### config.mk
export PLATFORM = sky130hd
export DESIGN_NAME = uart_tx_mmio
export DESIGN_NICKNAME = d
export VERILOG_FILES = /design/src/rtl/uart_pkg.sv /design/src/rtl/uart_tx_fifo.sv /design/src/rtl/uart_tx_mmio.sv
export SDC_FILE = /design/constraint.sdc
export NUM_CORES = 1
export LEC_CHECK = 0
export ABC_AREA = 1
export CORE_AREA = 5 5 147 79
export CTS_CLUSTER_SIZE = 20
export DETAILED_ROUTE_END_ITERATION = 10
export DIE_AREA = 0 0 152 84
export PLACE_DENSITY = 0.66
export SETUP_SLACK_MARGIN = 0.1
export SLEW_MARGIN = 20
export SYNTH_ARGS = -nofsm -noshare
export SYNTH_HDL_FRONTEND = slang
export SYNTH_SLANG_ARGS = --single-unit
### constraint.sdc
create_clock -name clk_i -period 2.78 [get_ports clk_i]
set_input_delay 0.417 -clock clk_i [delete_from_list [all_inputs] [get_ports clk_i]]
set_output_delay 0.417 -clock clk_i [all_outputs]
set_load 0.01 [all_outputs]
### src/rtl/uart_pkg.sv
// ----------------------------------------------------------------------------
// uart_pkg: shared FSM encodings, register offsets and STATUS bit indices.
// Macro UART_TX_PARITY_EN adds the PARITY state. Rev 1.0
// ----------------------------------------------------------------------------
`default_nettype none

package uart_pkg;

  typedef enum logic [2:0] {
    ST_IDLE   = 3'd0,
    ST_START  = 3'd1,
    ST_DATA   = 3'd2,
`ifdef UART_TX_PARITY_EN
    ST_PARITY = 3'd3,
`endif
    ST_STOP   = 3'd4
  } state_e;

  localparam logic [31:0] OFF_TXDATA = 32'h0000_0000;
  localparam logic [31:0] OFF_STATUS = 32'h0000_0004;

  localparam int STAT_FULL    = 0;
  localparam int STAT_EMPTY   = 1;
  localparam int STAT_BUSY    = 2;
  localparam int STAT_OVERRUN = 3;
  localparam int STAT_CNT_LSB = 4;
  localparam int STAT_CNT_W   = 5;

endpackage

`default_nettype wire

### src/rtl/uart_tx_fifo.sv
// ----------------------------------------------------------------------------
// uart_tx_fifo: byte FIFO with occupancy count; full/empty judged on pre-edge count.
// Rev 1.0
// ----------------------------------------------------------------------------
`default_nettype none

module uart_tx_fifo
  import uart_pkg::*;
#(
  parameter int DEPTH = 4
) (
  input  logic                  clk_i,
  input  logic                  rst_i,
  input  logic                  push_i,
  input  logic                  pop_i,
  input  logic [7:0]            wdata_i,
  output logic [7:0]            rdata_o,
  output logic                  full_o,
  output logic                  empty_o,
  output logic [STAT_CNT_W-1:0] count_o
);

  localparam int PTR_W = $clog2(DEPTH);

  logic [7:0]            mem_q [DEPTH];
  logic [PTR_W-1:0]      wr_ptr_q, rd_ptr_q;
  logic [STAT_CNT_W-1:0] count_q, count_d;
  logic                  push_ok, pop_ok;

  assign full_o  = (count_q == STAT_CNT_W'(DEPTH));
  assign empty_o = (count_q == '0);
  assign count_o = count_q;
  assign rdata_o = mem_q[rd_ptr_q];
  assign push_ok = push_i && !full_o;
  assign pop_ok  = pop_i && !empty_o;

  always_comb begin
    count_d = count_q;
    case ({push_ok, pop_ok})
      2'b10:   count_d = count_q + 1'b1;
      2'b01:   count_d = count_q - 1'b1;
      default: count_d = count_q;
    endcase
  end

  always_ff @(posedge clk_i or negedge rst_i) begin
    if (!rst_i) begin
      wr_ptr_q <= '0;
      rd_ptr_q <= '0;
      count_q  <= '0;
    end else begin
      // DEPTH is a power of two, so pointers wrap by natural overflow
      if (push_ok) wr_ptr_q <= wr_ptr_q + 1'b1;
      if (pop_ok)  rd_ptr_q <= rd_ptr_q + 1'b1;
      count_q <= count_d;
    end
  end

  always_ff @(posedge clk_i) begin
    if (push_ok) mem_q[wr_ptr_q] <= wdata_i;
  end

endmodule

`default_nettype wire

### src/rtl/uart_tx_mmio.sv
// ----------------------------------------------------------------------------
// uart_tx_mmio: memory-mapped UART transmitter (TXDATA/STATUS) with TX FIFO.
// Define UART_TX_PARITY_EN for an even parity bit (11-bit frame). Rev 1.0
// ----------------------------------------------------------------------------
`default_nettype none

module uart_tx_mmio
  import uart_pkg::*;
#(
  parameter logic [31:0] BASE_ADDR  = 32'h0000_1000,
  parameter int          CLK_DIV    = 434,
  parameter int          FIFO_DEPTH = 4
) (
  input  logic        clk_i,
  input  logic        rst_i,
  input  logic        we_i,
  input  logic [31:0] addr_i,
  input  logic [31:0] data_i,
  output logic [31:0] data_o,
  output logic        tx_o
);

  localparam logic [15:0] DIV_RELOAD = 16'(CLK_DIV - 1);

  state_e                state_q, state_d;
  logic [15:0]           div_q, div_d;
  logic [2:0]            bit_q, bit_d;
  logic [7:0]            data_q, data_d;
  logic                  tx_q, tx_d;
  logic                  ovr_q, ovr_d;

  logic                  hit_tx, hit_status, push, pop, tick;
  logic                  fifo_full, fifo_empty;
  logic [7:0]            fifo_rdata;
  logic [STAT_CNT_W-1:0] fifo_count;
  logic [2:0]            next_bit;
  logic                  unused_data_hi;

  assign hit_tx         = (addr_i == BASE_ADDR + OFF_TXDATA);
  assign hit_status     = (addr_i == BASE_ADDR + OFF_STATUS);
  assign push           = we_i && hit_tx && !fifo_full;
  assign tick           = (div_q == '0);
  assign next_bit       = bit_q + 3'd1;
  assign tx_o           = tx_q;
  assign unused_data_hi = ^data_i[31:8];

  uart_tx_fifo #(.DEPTH(FIFO_DEPTH)) u_fifo (
    .clk_i   (clk_i),
    .rst_i   (rst_i),
    .push_i  (push),
    .pop_i   (pop),
    .wdata_i (data_i[7:0]),
    .rdata_o (fifo_rdata),
    .full_o  (fifo_full),
    .empty_o (fifo_empty),
    .count_o (fifo_count)
  );

  // A dropped write outranks a same-cycle STATUS clear
  always_comb begin
    ovr_d = ovr_q;
    if (we_i && hit_tx && fifo_full) ovr_d = 1'b1;
    else if (we_i && hit_status)     ovr_d = 1'b0;
  end

  always_comb begin
    data_o = '0;
    if (hit_status) begin
      data_o[STAT_FULL]                   = fifo_full;
      data_o[STAT_EMPTY]                  = fifo_empty;
      data_o[STAT_BUSY]                   = (state_q != ST_IDLE);
      data_o[STAT_OVERRUN]                = ovr_q;
      data_o[STAT_CNT_LSB +: STAT_CNT_W]  = fifo_count;
    end
  end

  always_comb begin
    state_d = state_q;
    div_d   = div_q;
    bit_d   = bit_q;
    data_d  = data_q;
    tx_d    = tx_q;
    pop     = 1'b0;
    if (state_q != ST_IDLE) begin
      div_d = tick ? DIV_RELOAD : div_q - 16'd1;
    end
    case (state_q)
      ST_IDLE: begin
        tx_d = 1'b1;
        if (!fifo_empty) begin
          pop     = 1'b1;
          data_d  = fifo_rdata;
          div_d   = DIV_RELOAD;
          tx_d    = 1'b0;
          state_d = ST_START;
        end
      end
      ST_START: begin
        if (tick) begin
          bit_d   = 3'd0;
          tx_d    = data_q[0];
          state_d = ST_DATA;
        end
      end
      ST_DATA: begin
        if (tick) begin
          if (bit_q == 3'd7) begin
`ifdef UART_TX_PARITY_EN
            tx_d    = ^data_q;
            state_d = ST_PARITY;
`else
            tx_d    = 1'b1;
            state_d = ST_STOP;
`endif
          end else begin
            bit_d = next_bit;
            tx_d  = data_q[next_bit];
          end
        end
      end
`ifdef UART_TX_PARITY_EN
      ST_PARITY: begin
        if (tick) begin
          tx_d    = 1'b1;
          state_d = ST_STOP;
        end
      end
`endif
      ST_STOP: begin
        if (tick) begin
          bit_d   = 3'd0;
          tx_d    = 1'b1;
          state_d = ST_IDLE;
        end
      end
      default: begin
        tx_d    = 1'b1;
        state_d = ST_IDLE;
      end
    endcase
  end

  always_ff @(posedge clk_i or negedge rst_i) begin
    if (!rst_i) begin
      state_q <= ST_IDLE;
      div_q   <= '0;
      bit_q   <= '0;
      data_q  <= '0;
      tx_q    <= 1'b1;
      ovr_q   <= 1'b0;
    end else begin
      state_q <= state_d;
      div_q   <= div_d;
      bit_q   <= bit_d;
      data_q  <= data_d;
      tx_q    <= tx_d;
      ovr_q   <= ovr_d;
    end
  end

endmodule

`default_nettype wire

==> impl_metrics.tcl, run 1 <==
set metrics [dict create \
    diodes 0 \
    max-clock-path-buffers 2 \
    worstMarginPinSlew_ps 554 \
    port_buffers 52 \
    syn_to_final_growth_pct 25.2 \
    clkLatencyLatePin_ps 330 \
    cp_data_arrival_time_ps 2210 \
    fin_worst_skew_ps 4.77 \
    worst-path-max-fanout 4 \
    initial_core_util 0.381 \
    grt_max_degree 42 \
    power.share.clock 0.500 \
    clockRootBuffer "sky130_fd_sc_hd__clkbuf_16" \
    overflow_left_after_global_routing 0 \
    power_frac_seq 0.460 \
    timing.max_slew.rel_slack 0.630 \
    final_area_um2 4960 \
    drive_above_1_share 0.112 \
    netSwitchingPower_w 0.000487 \
    finalSetupViolations 0 \
    grt_setup_unrepaired "no" \
    gp_congestion 0.797 \
    detail_route.wl_per_cell_um 12.8 \
    cts_hold_buffers 0 \
    finalCritPeriodShare 0.945 \
    hold_viol 0 \
    comb_power_share 0.041 \
    syn-mean-instance-area_um2 8.51 \
    type_of_the_tightest_min_delay_check "input port to asynchronous set/reset pin" \
    cap_violations 0 \
    swShare 0.198 \
    power_report.internal_total_w 0.00197 \
    floorplan.die.height_um 84 \
    htree_num_levels 3 \
    die_width_um 152 \
    floorplan.io_pins 100 \
    syn-instance-count 466 \
    critPathKind "input port to output port" \
    status "complete, no violations" \
    cp_top_family "buffers and inverters" \
    drt-pass1-iter-count 5 \
    timing.fmax_mhz 381 \
    timing_max_transition_violations_final 0 \
    post-route-drc-count 0 \
    worstSetupStartpointType "input port" \
    synth-seq-cells 73 \
    rows 27 \
    finalCriticalPeriod_ps 2630 \
    ys_types 33 \
    postPlaceCellArea_um2 4600 \
    ys_seq_area_frac 0.501 \
    ys.warnings.count 0 \
    path_buf_inv 3 \
    clock_input_transition_at_the_sequential_cells_of_the_worst_setup_and_hold_paths_ps 60 \
    reported_leakage_power_nw 2.30 \
    routed_via_density 4.46 \
    vias_in_the_first_global_route 2848 \
    hpwlAfterDp_um 6430 \
    power_w 0.00245 \
    postCtsSetupRepairBufs 0 \
    pwr_density_cell_nw_per_um2 494 \
    critPathRequiredTime_ps 2360 \
    crit_end_element "output port" \
    cts_buffers 9 \
    final.fill_count 965 \
    postRouteAntennaNets 0 \
    routed-via-count 3041 \
    finalWirelength_um 8750 \
    hold_ws_ps 64.9 \
    initial_antenna_violation_count 0 \
    coreArea_um2 10400 \
    grt_pass1_wl_um 14100 \
    drt_first_iter_violations 159 \
    vdd_drop_max_mv 0.288 \
    cts.sink_count 73 \
    fin_setup_tns_ps 0 \
    worst_path_max_delay_cell "sky130_fd_sc_hd__clkdlybuf4s50_1" \
    post_synth_instance_area_um2 3970 \
    overall_global_routing_usage 0.138 \
    dieArea_um2 12800 \
    net_count_of_the_finished_layout 610 \
    cts_tree "built" \
    crit_path_cell_trace "clkdlybuf4s50_1 > inv_1 > nor2_1 > nand4_1 > nor2_4 > nand2_2 > nor2_1 > clkdlybuf4s50_1" \
    crit_path_max_incr_delay_ps 550 \
]
## placed cells by master, fill, tap and decap left out, drive strengths merged, types with 11 or more instances in the layout
cell           instances
ha                    11
o21ai                 35
conb                  23
inv                   50
nand3                 24
clkdlybuf4s50         45
nand2                 94
nor2                 111
dfrtp                 40
edfxtp                32
## layout make-up
class	instances	area, um2	area share
Sequential cell	73	1990	0.400
Multi-Input combinational cell	337	1680	0.339
Timing Repair Buffer	61	601	0.121
Clock buffer	9	225	0.0454
Inverter	50	190	0.0383
Tap cell	145	181	0.0365
Clock inverter	7	95.1	0.0192
## state kept, by name, indices dropped and copies added, names as in the netlist
name and count:
ovr_q 1, u_fifo.rd_ptr_q 2, u_fifo.count_o 5, u_fifo.wr_ptr_q 2, bit_q 3, tx_o 1
state_q 3, div_q 16, data_q 8, u_fifo.mem_q 32
## cell usage after synthesis (all sizes together)
| master | n | area, um2 |
|---|---|---|
| a21oi | 5 | 25.0 |
| a31oi | 8 | 50.1 |
| buf | 26 | 194 |
| clkbuf | 3 | 15.0 |
| conb | 1 | 3.75 |
| dfrtp | 40 | 1000 |
| dfstp | 1 | 26.3 |
| edfxtp | 32 | 961 |
| ha | 11 | 138 |
| inv | 50 | 190 |
| nand2 | 93 | 379 |
| nand3 | 24 | 135 |
| nand3b | 3 | 22.5 |
| nand4 | 6 | 52.6 |
| nor2 | 111 | 455 |
| nor3 | 1 | 10.0 |
| o21ai | 35 | 175 |
| o22ai | 2 | 12.5 |
| or2 | 1 | 6.26 |
| xnor2 | 5 | 43.8 |
| xor2 | 8 | 70.1 |
## per-stage QoR
step / std cells / setup slack (ps) / utilization
6_report: 682 / 154 / 0.477
5_1_grt: 682 / 63.7 / 0.477
4_1_cts: 681 / 143 / 0.474
3_5_place_dp: 665 / 9.02 / 0.443
3_3_place_gp: 665 / 85.9 / 0.443
2_1_floorplan: 488 / 417 / -
## final timing paths
path,from,to,slack [ps],cells past startpoint
max in group asynchronous,rst_i,tx_o$_DFFE_PN1P_,2320,1
max,addr_i[12],data_o[0],150,8
max reg2reg,u_fifo.count_o[1]$_DFFE_PN0P_,u_fifo.count_o[2]$_DFFE_PN0P_,270,15
min in group clk_i,ovr_q$_DFFE_PN0P_,ovr_q$_DFFE_PN0P_,480,2
min reg2reg,ovr_q$_DFFE_PN0P_,ovr_q$_DFFE_PN0P_,480,2
min,rst_i,div_q[6]$_DFF_PN0_,60,1
## power groups by stage
stage	clock network, W	logic [W]	registers, W
floorplan	0	0.0000455	0.00115
global placement	0	0.0000974	0.00115
detailed placement	0	0.0000990	0.00115
CTS	0.00126	0.0000992	0.00113
global route	0.00131	0.000109	0.00113
finish	0.00123	0.0000998	0.00113
## repair_timing
action,4_1_cts,5_1_grt
gates resized for setup,1,12
pin swaps,0,1
hold endpoints to repair,0,0
gates cloned,0,1
setup endpoints to repair,9,10
## layer usage
metal,track usage,share of wire,vias up
li1,-,-,1584
met1,0.204,0.53,1383
met2,0.188,0.41,66
met3,0.0471,0.046,8
met4,0.0432,0.0098,0
met5,0,0,-
## cells by family (layout without fill, tap and decap cells)
kind of cell,Yosys count,in the layout,synth area share
simple gates,239,240,0.268
buf+inv,79,127,0.101
flops,73,73,0.501
compound gates,50,50,0.0662
xor+xnor,13,13,0.0287
fa+ha+maj,11,11,0.0347
other cells,1,23,0.000945
Power figures use the tool's default switching activity.
==> run 2: changes to the inputs <==
--- a/config.mk
+++ b/config.mk
@@ -7,7 +7,7 @@
 export LEC_CHECK = 0
 export ABC_AREA = 1
 export CORE_AREA = 5 5 147 79
-export CTS_CLUSTER_SIZE = 20
+export CTS_CLUSTER_DIAMETER = 80
 export DETAILED_ROUTE_END_ITERATION = 10
 export DIE_AREA = 0 0 152 84
 export PLACE_DENSITY = 0.66
==> results of run 2 <==
No change in the layout: final DEF, timing and power equal those of run 1.
==> run 3: changes to the inputs <==
--- a/config.mk
+++ b/config.mk
@@ -10,6 +10,7 @@
 export CTS_CLUSTER_DIAMETER = 80
 export DETAILED_ROUTE_END_ITERATION = 10
 export DIE_AREA = 0 0 152 84
+export HOLD_SLACK_MARGIN = 0.1
 export PLACE_DENSITY = 0.66
 export SETUP_SLACK_MARGIN = 0.1
 export SLEW_MARGIN = 20
==> constraint.sdc (replaced) <==
create_clock -name clk_i -period 3.39 [get_ports clk_i]
set_input_delay 0.5085 -clock clk_i [delete_from_list [all_inputs] [get_ports clk_i]]
set_output_delay 0.5085 -clock clk_i [all_outputs]
set_load 0.01 [all_outputs]
==> run 3 against run 2 <==
  * Die area stayed put
  * Worst hold slack improved by 250 ps
  * Final cell count decreased by 0.88%
  * Non-clock buffer count fell by 5
  * Register-to-register slack better by 440 ps
  * Clock-buffer cell count did not move
  * Sequential power decreased by 18%
  * Clock power down 12%
  * Wire length decreased by 4.8%
  * Utilization fell by 0.53 points
  * First-iteration DRC count is 19% higher
  * Sequential cell count unchanged
  * Critical path type unchanged
  * Largest cell class unchanged
  * Highest routed layer unchanged
==> impl_metrics.tcl, run 3 (synthesized netlist as in run 1, its figures left out) <==
set metrics [dict create \
    status "complete, no violations" \
    finalCritPeriodShare 0.842 \
    cts_tree "built" \
    grt_setup_unrepaired "no" \
    post-route-drc-count 0 \
    timing.max_slew.rel_slack 0.386 \
    gp_congestion 0.826 \
    initial_antenna_violation_count 0 \
    timing_max_transition_violations_final 0 \
    worstMarginPinSlew_ps 920 \
    hold_ws_ps 314 \
    overall_global_routing_usage 0.137 \
    syn_to_final_growth_pct 23.8 \
    layout_common_cells "sky130_fd_sc_hd__nor2_1 (103), sky130_fd_sc_hd__nand2_1 (85), sky130_fd_sc_hd__clkdlybuf4s50_1 (51)" \
    cp_top_family "buffers and inverters" \
    worst_path_max_delay_cell "sky130_fd_sc_hd__clkdlybuf4s50_1" \
    detail_route.wl_per_cell_um 12.3 \
    r2r.worst_path.cells 18 \
    fin_worst_skew_ps 5.84 \
    hpwlAfterDp_um 6350 \
    largest_register_ff_count 32 \
    dpl_worst_slack_ps 211 \
    pwr_density_cell_nw_per_um2 425 \
    worst-path-max-fanout 9 \
    coreArea_um2 10400 \
    initial_core_util 0.381 \
    final.fill_count 989 \
    timing.fmax_mhz 350 \
    grt_pass1_wl_um 14000 \
    reg_top3 "u_fifo.mem_q (32), div_q (16), data_q (8)" \
    vdd_drop_max_mv 0.221 \
    overflow_left_after_global_routing 0 \
    worstSetupStartpointType "input port" \
    max-clock-path-buffers 2 \
    net_count_of_the_finished_layout 604 \
    final_core_utilization 0.472 \
    postCtsSetupRepairBufs 0 \
    postPlaceCellArea_um2 4570 \
    die_width_um 152 \
    critPathKind "input port to output port" \
    finalCriticalPeriod_ps 2860 \
    ff2ff_setup_slack_ps 710 \
    finalSetupViolations 0 \
    crit_path_max_incr_delay_ps 560 \
    drive_above_1_share 0.0904 \
    htree_num_levels 3 \
    cts_hold_buffers 0 \
    clkLatencyLatePin_ps 330 \
    dieArea_um2 12800 \
    clock_input_transition_at_the_sequential_cells_of_the_worst_setup_and_hold_paths_ps 60 \
    cp_data_arrival_time_ps 2350 \
    crit_path_cell_trace "clkdlybuf4s50_1 > nor2_1 > nand3_1 > nand3b_1 > nor2_1 > nand2_1 > nor2_1 > clkdlybuf4s50_1" \
    path_buf_inv 2 \
    postRouteAntennaNets 0 \
    cpMostUsedCell "sky130_fd_sc_hd__nor2_1" \
    cts_buffers 9 \
    floorplan.io_pins 100 \
    drt-pass1-iter-count 4 \
    floorplan.die.height_um 84 \
    r2r_end "u_fifo.count_o[4]$_DFFE_PN0P_" \
    post_cts.resized_instances 0 \
    cap_violations 0 \
    timing.rr.start "u_fifo.count_o[3]$_DFFE_PN0P_" \
    rows 27 \
    routed_via_density 4.42 \
    cts.sink_count 73 \
    routed-via-count 2991 \
    grt_max_degree 42 \
    clockRootBuffer "sky130_fd_sc_hd__clkbuf_16" \
    final_area_um2 4910 \
    fin_setup_tns_ps 0 \
    layout_setup_ws_ps 535 \
    crit_end_element "output port" \
    reported_leakage_power_nw 2.17 \
    port_buffers 52 \
    hold_viol 0 \
    critPathRequiredTime_ps 2880 \
    finalWirelength_um 8330 \
    vias_in_the_first_global_route 2827 \
    drt_first_iter_violations 190 \
    layout_commonest_cell "sky130_fd_sc_hd__nor2_1" \
    type_of_the_tightest_min_delay_check "input port to asynchronous set/reset pin" \
    diodes 0 \
    largest_register_by_flop_count "u_fifo.mem_q" \
]
run 3: final cells by class:
type	instances	area (um2)	share of cell area
clock buffer	9	225	0.0459
clock inverter	7	118	0.0240
inverter	50	190	0.0387
multi-input combinational	336	1660	0.338
sequential	73	1990	0.405
tap	145	181	0.0370
timing repair buffer	56	546	0.111
run 3: worst max path at each step:
stage                                                to        from  cells after the start
after floorplan           u_fifo.count_o[4]$_DFFE_PN0P_  addr_i[31]                     19
after global placement    u_fifo.count_o[4]$_DFFE_PN0P_  addr_i[12]                     20
after detailed placement  u_fifo.count_o[4]$_DFFE_PN0P_  addr_i[12]                     20
after CTS                                     data_o[7]   addr_i[7]                      8
after global routing      u_fifo.count_o[4]$_DFFE_PN0P_  addr_i[19]                     19
final                                         data_o[7]   addr_i[7]                      8
run 3: through the flow:
stage	power (W)	instances
2_1_floorplan	0.000979	488
3_3_place_gp	0.00102	660
3_5_place_dp	0.00102	660
4_1_cts	0.00211	676
5_1_grt	0.00216	676
6_report	0.00209	676
run 3: layer usage:
| layer | wire (um) | track usage | share of wire | vias up |
|---|---|---|---|---|
| li1 | - | - | - | 1570 |
| met1 | 4550 | 0.207 | 0.55 | 1363 |
| met2 | 3340 | 0.184 | 0.40 | 50 |
| met3 | 361 | 0.0430 | 0.043 | 8 |
| met4 | 85 | 0.0392 | 0.010 | 0 |
| met5 | 0 | 0 | 0 | - |
run 3: power by group:
part | switching [W] | internal [W] | leakage, nW
Clock | 0.000365 | 0.000718 | 0.160
Combinational | 0.0000363 | 0.0000447 | 1.21
Sequential | 0.00000000000108 | 0.000925 | 0.802
